$ cat config.mk
export PLATFORM = sky130hd
export DESIGN_NAME = des_round_ctrl
export DESIGN_NICKNAME = d
export VERILOG_FILES = /design/src/rtl/des_round_ctrl.sv
export SDC_FILE = /design/constraint.sdc
export NUM_CORES = 1
export LEC_CHECK = 0
export CAP_MARGIN = 20
export CORE_MARGIN = 5
export CORE_UTILIZATION = 37
export DETAILED_ROUTE_END_ITERATION = 8
export PLACE_DENSITY_LB_ADDON = 0.12
export SYNTH_ARGS = -nofsm -noshare
export SYNTH_HDL_FRONTEND = slang
export SYNTH_SLANG_ARGS = --single-unit
export TNS_END_PERCENT = 1
$ cat constraint.sdc
create_clock -name clk -period 1.55 [get_ports clk]
set_input_delay 0.31 -clock clk [delete_from_list [all_inputs] [get_ports clk]]
set_output_delay 0.31 -clock clk [all_outputs]
set_load 0.05 [all_outputs]
$ cat src/rtl/des_round_ctrl.sv
// Round sequencer for an iterative DES datapath: accepts a block, pulses load, steps rounds, holds the result.
// Optional completed-block counter enabled by defining DES_ROUND_CTRL_BLKCNT_EN.
module des_round_ctrl #(
    parameter int unsigned NUM_ROUNDS = 16,
    parameter int unsigned IDX_W      = 4
) (
    input  logic             clk,
    input  logic             rst,
    input  logic             in_valid,
    output logic             in_ready,
    input  logic             in_mode,
    input  logic [63:0]      in_text,
    input  logic [63:0]      in_key,
    output logic             load,
    output logic             round_en,
    output logic [IDX_W-1:0] round_idx,
    output logic [IDX_W-1:0] key_idx,
    output logic             mode,
    output logic [63:0]      text_q,
    output logic [63:0]      key_q,
    input  logic [63:0]      dp_result,
    output logic             out_valid,
    input  logic             out_ready,
    output logic [63:0]      out_text,
    output logic [15:0]      blk_cnt
);

    localparam int unsigned    DW        = 64;
    localparam logic [IDX_W-1:0] LAST_IDX = IDX_W'(NUM_ROUNDS - 1);

    typedef enum logic [1:0] {IDLE, LOAD, ROUND, OUT} state_t;

    state_t           state, state_nxt;
    logic             in_ready_nxt, load_nxt, round_en_nxt, out_valid_nxt, mode_nxt;
    logic [IDX_W-1:0] round_idx_nxt, key_idx_nxt;
    logic [DW-1:0]    text_nxt, key_nxt, out_text_nxt;

    // State and registered outputs
    always_ff @(posedge clk or negedge rst) begin
        if (!rst) begin
            state     <= IDLE;
            in_ready  <= 1'b1;
            load      <= 1'b0;
            round_en  <= 1'b0;
            round_idx <= '0;
            key_idx   <= '0;
            mode      <= 1'b0;
            text_q    <= '0;
            key_q     <= '0;
            out_valid <= 1'b0;
            out_text  <= '0;
        end else begin
            state     <= state_nxt;
            in_ready  <= in_ready_nxt;
            load      <= load_nxt;
            round_en  <= round_en_nxt;
            round_idx <= round_idx_nxt;
            key_idx   <= key_idx_nxt;
            mode      <= mode_nxt;
            text_q    <= text_nxt;
            key_q     <= key_nxt;
            out_valid <= out_valid_nxt;
            out_text  <= out_text_nxt;
        end
    end

    // Next state and next output values
    always_comb begin
        state_nxt     = state;
        in_ready_nxt  = 1'b0;
        load_nxt      = 1'b0;
        round_en_nxt  = 1'b0;
        round_idx_nxt = '0;
        key_idx_nxt   = '0;
        mode_nxt      = mode;
        text_nxt      = text_q;
        key_nxt       = key_q;
        out_valid_nxt = 1'b0;
        out_text_nxt  = out_text;
        case (state)
            IDLE: begin
                if (in_valid && in_ready) begin
                    state_nxt = LOAD;
                    load_nxt  = 1'b1;
                    mode_nxt  = in_mode;
                    text_nxt  = in_text;
                    key_nxt   = in_key;
                end else begin
                    in_ready_nxt = 1'b1;
                end
            end
            LOAD: begin
                state_nxt    = ROUND;
                round_en_nxt = 1'b1;
                key_idx_nxt  = mode ? LAST_IDX : '0;
            end
            ROUND: begin
                if (round_idx == LAST_IDX) begin
                    state_nxt     = OUT;
                    out_valid_nxt = 1'b1;
                    out_text_nxt  = dp_result;
                end else begin
                    round_en_nxt  = 1'b1;
                    round_idx_nxt = round_idx + IDX_W'(1);
                    // Decrypt walks the key schedule backwards
                    key_idx_nxt   = mode ? (LAST_IDX - round_idx_nxt) : round_idx_nxt;
                end
            end
            OUT: begin
                if (out_ready) begin
                    state_nxt    = IDLE;
                    in_ready_nxt = 1'b1;
                end else begin
                    out_valid_nxt = 1'b1;
                end
            end
            default: begin
                state_nxt    = IDLE;
                in_ready_nxt = 1'b1;
            end
        endcase
    end

`ifdef DES_ROUND_CTRL_BLKCNT_EN
    // Completed-block counter, wraps naturally at 16 bits
    always_ff @(posedge clk or negedge rst) begin
        if (!rst) begin
            blk_cnt <= '0;
        end else if (out_valid && out_ready) begin
            blk_cnt <= blk_cnt + 16'd1;
        end
    end
`else
    assign blk_cnt = '0;
`endif

endmodule

After elaboration in Yosys (flattened, before gate mapping)
Cells that the tools add are included.
{ "totals": {"regBits": 207, "input_bits": 197, "output_inout_bits": 221, "elab_cells": 45} }
{ "op_classes": {"addsub": 2, "n_eq_ne": 7, "muxes": 20, "reduce_logical": 5} }
{ "op_table": {"columns": ["op", "n"], "rows": [
  ["two-way mux 4 bit", 5],
  ["case mux 2 bit (4 select lines)", 1],
  ["case mux 4 bit (2 select lines)", 1],
  ["two-way mux 1 bit", 7],
  ["two-way mux 2 bit", 3],
  ["!= test 2 bit (second input constant)", 3],
  ["case mux 1 bit (2 select lines)", 3],
  ["adder 4 x 1 -> 4 bit (second input constant)", 1],
  ["equality test 2 bit (second input constant)", 2],
  ["equality test 4 bit (second input constant)", 1],
  ["AND reduction 2 bit", 2],
  ["subtractor 4 bit (first input constant)", 1],
  ["AND reduction 3 bit", 1],
  ["equality test 2 x 1 -> 1 bit (second input constant)", 1],
  ["zero test 2 bit", 1],
  ["logical AND 1 bit", 1]
]} }

Logic depth before layout (Yosys ltp)
{ "depth": {"ltp_word": 5, "mapped_depth": 7, "ltp_nobuf": 5} }

Worst setup path before layout
Ideal clock, no wire load.
{ "synth_path": {"path_type": "reg-to-reg", "start": "register round_idx[0]", "end": "register state[0]", "setup_ns": 0.079, "arrival_ns": 1.791, "t_required_ns": 1.471, "path_slack_ns": -0.320, "path_stages_with_launch": 7, "path_buffers": 1, "synth_period_minus_slack_ns": 1.870, "path_cell_list": "dfrtp_1 > ha_1 > nand3_1 > and2_1 > buf_2 > a221oi_4 > mux2i_1"} }
{ "synth_between": {"elab_chain_cells": 3} }
{ "synth_lines": {"columns": ["element", "line", "source"], "rows": [
  ["start, declared", "16", "output logic [IDX_W-1:0] round_idx,"],
  ["start signal, assigned", "57", "round_idx <= round_idx_nxt;"],
  ["equality test 4 bit", "98", "if (round_idx == LAST_IDX) begin"],
  ["!= test 2 bit (no source line)", null, null],
  ["AND reduction 3 bit (no source line)", null, null],
  ["end signal, assigned", "53", "state <= state_nxt;"],
  ["end, declared", "33", "state_t state, state_nxt;"]
]} }
Every way passes these cells.
A chain may end at the register's enable or synchronous reset.

Worst setup path after layout
{ "layout_path": {"start": "register state[1]", "end": "register key_q[22]"} }
{ "layout_between": {"elab_chain_cells": 2} }
{ "layout_lines": {"columns": ["element", "line", "source"], "rows": [
  ["zero test 2 bit", "80", "case (state)"],
  ["AND reduction 2 bit (no source line)", null, null],
  ["end signal, assigned", "61", "key_q <= key_nxt;"],
  ["end, declared", "20", "output logic [63:0] key_q,"]
]} }
Every way passes these cells.

==> results.ini <==
[run_status]
outcome = finished with violations
violations = setup timing

[clock_network]
insertion_delay_ns = 0.50
cts-root-buf = clkbuf_16
cts_num_sinks = 207
htreeDepth = 1
clk_pin_slew_ns = 0.05
cts.path.max_buffers = 3
cts_tree = done
cts_inserted_buffers = 25

[yosys]
synth_area_leaders = dfrtp_1 (61%), mux2_4 (17%), mux2_2 (12%), buf_12 (2.6%), buf_4 (1.7%)
yosysTopAreaCell = dfrtp_1
synth_top_area_share_pct = 60.7
synth_area_um2 = 8500
synth_most_common_cell = dfrtp_1
synth_ff_type = dfrtp_1
synth_edf_count = 0
yosysWarnings = 0
synthTopCellsByCount = dfrtp_1 (206), mux2_4 (99), mux2_2 (94)
syn_avg_cell_area_um2 = 17.5
synth.distinct_cells = 27
seq_area_frac_synth_pct = 61.0
async_reset_ff_share_pct = 100
ys_ff_latch = 207
synth_cells = 487

[route]
wl_per_cell_um = 21.7
drtIter0Drc = 261
drt_wl_total_um = 27000
vias_per_cell = 4.68
ant_nets = 0
first_pass_iters = 4
vias = 5822
drc_errors = 0

[sta]
setup_tns_ns = -11.95
period_share_pct = 107
hold_viol = 0
rsz0062_at_grt = yes
skew_ns = 0.0137
report.final.slew_viol_count = 0
finalWorstSetupSlack_ns = -0.106
post-route-min-period_ns = 1.66
clock.fmax_ghz = 0.604
holdWs_ns = 0.316
setup_viol = 185

[power]
power_mw = 33.9
ir_drop_v = 0.00154
power_leakage_nw = 7.17
powerDensity_nw_per_um2 = 2110

[floorplan]
die_w_um = 162
row_count = 55
fp.dieH_um = 162
die_area_um2 = 26100
io_pins = 418
start_util_pct = 37.5
core_um2 = 22600

[critical_path]
crit_start = state[1]
cp_slowest_stage_delay_ns = 0.39
worstPathArrival_ns = 2.03
cp.required_ns = 1.93
crit_fanout = 13
crit_path_end_kind = flip-flop
reg2reg_slack_ns = -0.11
r2r-start = state[1]
path_class = flip-flop to flip-flop
path_common_cell = buf_12
worstRegToRegCells = 7
cp_cell_sequence = inv_2 -> ha_4 -> and3_4 -> buf_12 -> buf_12 -> buf_16 -> mux2_4
endpoint = key_q[22]
critPathLaunchType = flip-flop
reg2reg_to = key_q[22]
slowest_stage = dfrtp_1

[global_routing]
top_usage_layer = met2
use_met1_pct = 22.1
antenna_found_initial = 2
grt.overflow.total = 0
grt_pass1_wl_um = 40800
grt_pass1_vias = 6634
grt_max_degree = 45
grtUsageMet3_pct = 6.40
use_met2_pct = 36.7
grtUsageTotal_pct = 20.1

[place]
dp_hpwl_um = 20700
numPortBuffers = 401
post-place-ws_ns = -0.333
routabilityCongestion = 0.782

[layout]
syn_to_final_growth_pct = 89.1
final_util_pct = 71.0
diodes = 0
drive_above_1_share_pct = 52.0
nNetsFinal = 1147

[min_path]
worstHoldPathType = input pin to asynchronous set/reset pin

[run]
cap_violations = 0

-- worst min path at each step --
stage,start,endpoint,slack [ns],depth (start not counted)
floorplan,rst,key_idx[0],0.01,0
global route,rst,out_text[27],0.35,2
CTS,rst,out_text[27],0.31,2
detailed placement,rst,out_text[27],0.28,1
global placement,rst,out_text[27],0.28,1
finish,rst,out_text[27],0.32,2
-- report_power, final --
part / internal, mW / leakage, nW / switching [mW]
Sequential: 7.30 / 2.53 / 2.06
Combinational: 10.0 / 4.27 / 9.22
Clock: 3.20 / 0.371 / 2.15
-- cell families after synthesis --
kind of cell    share of synthesized area [%]
other cells                            0.0441
flops                                    61.0
mux                                      30.2
compound gates                           1.03
fa+ha+maj                               0.883
buf+inv                                  5.55
simple gates                             1.13
xor+xnor                                0.206
-- per-layer routing --
layer  wire length [um]  part of all wire, %  up-vias
li1                   -                    -     2591
met4                989                  3.7        4
met2              14600                   54      243
met5                 26                0.096        -
met3               2040                  7.5       57
met1               9430                   35     2927
-- registers in the layout, indices dropped and copies added (netlist names), 2 cells and up --
register / flops
out_text: 64
key_idx: 4
state: 2
text_q: 64
round_idx: 4
key_q: 64
-- layout make-up --
cell class	count	area [um2]
multi-input cells	249	2960
clock inverters	4	23.8
well taps	285	357
clock buffers	39	728
inverters	7	26.3
flip-flops and latches	207	5180
fillers	1471	6570
repair buffers	454	6790
-- worst max-delay path, delay by kind of cell, from the launching register on --
| family | cells | cell delay, ns |
|---|---|---|
| flops | 1 | 0.39 |
| fa+ha+maj | 1 | 0.14 |
| buf+inv | 4 | 0.49 |
| mux | 1 | 0.32 |
| simple gates | 1 | 0.19 |
-- what timing repair did --
action	in CTS	in global routing
hold buffers	1	0
setup buffers	8	0
pin swaps	3	2
resized for setup	18	5
endpoints found under the hold margin	35	0
gates cloned	5	2
setup endpoints to repair	195	199
-- through the flow --
stage | instance area (um2) | cells
global placement | 14900 | 1186
CTS | 16000 | 1243
detailed placement | 14900 | 1186
finish | 16100 | 1245
floorplan | 8590 | 502
global route | 16100 | 1245
-- cells in the final DEF, fill, tap and decap left out, drive strengths merged, types with 6 or more instances in the layout --
master | netlist | routed
clkbuf | 0 | 42
nor2 | 7 | 7
ha | 6 | 6
conb | 1 | 16
dfrtp | 206 | 206
mux2 | 193 | 193
buf | 39 | 255
inv | 7 | 8
clkdlybuf4s50 | 0 | 195
Power figures use the tool's default switching activity.
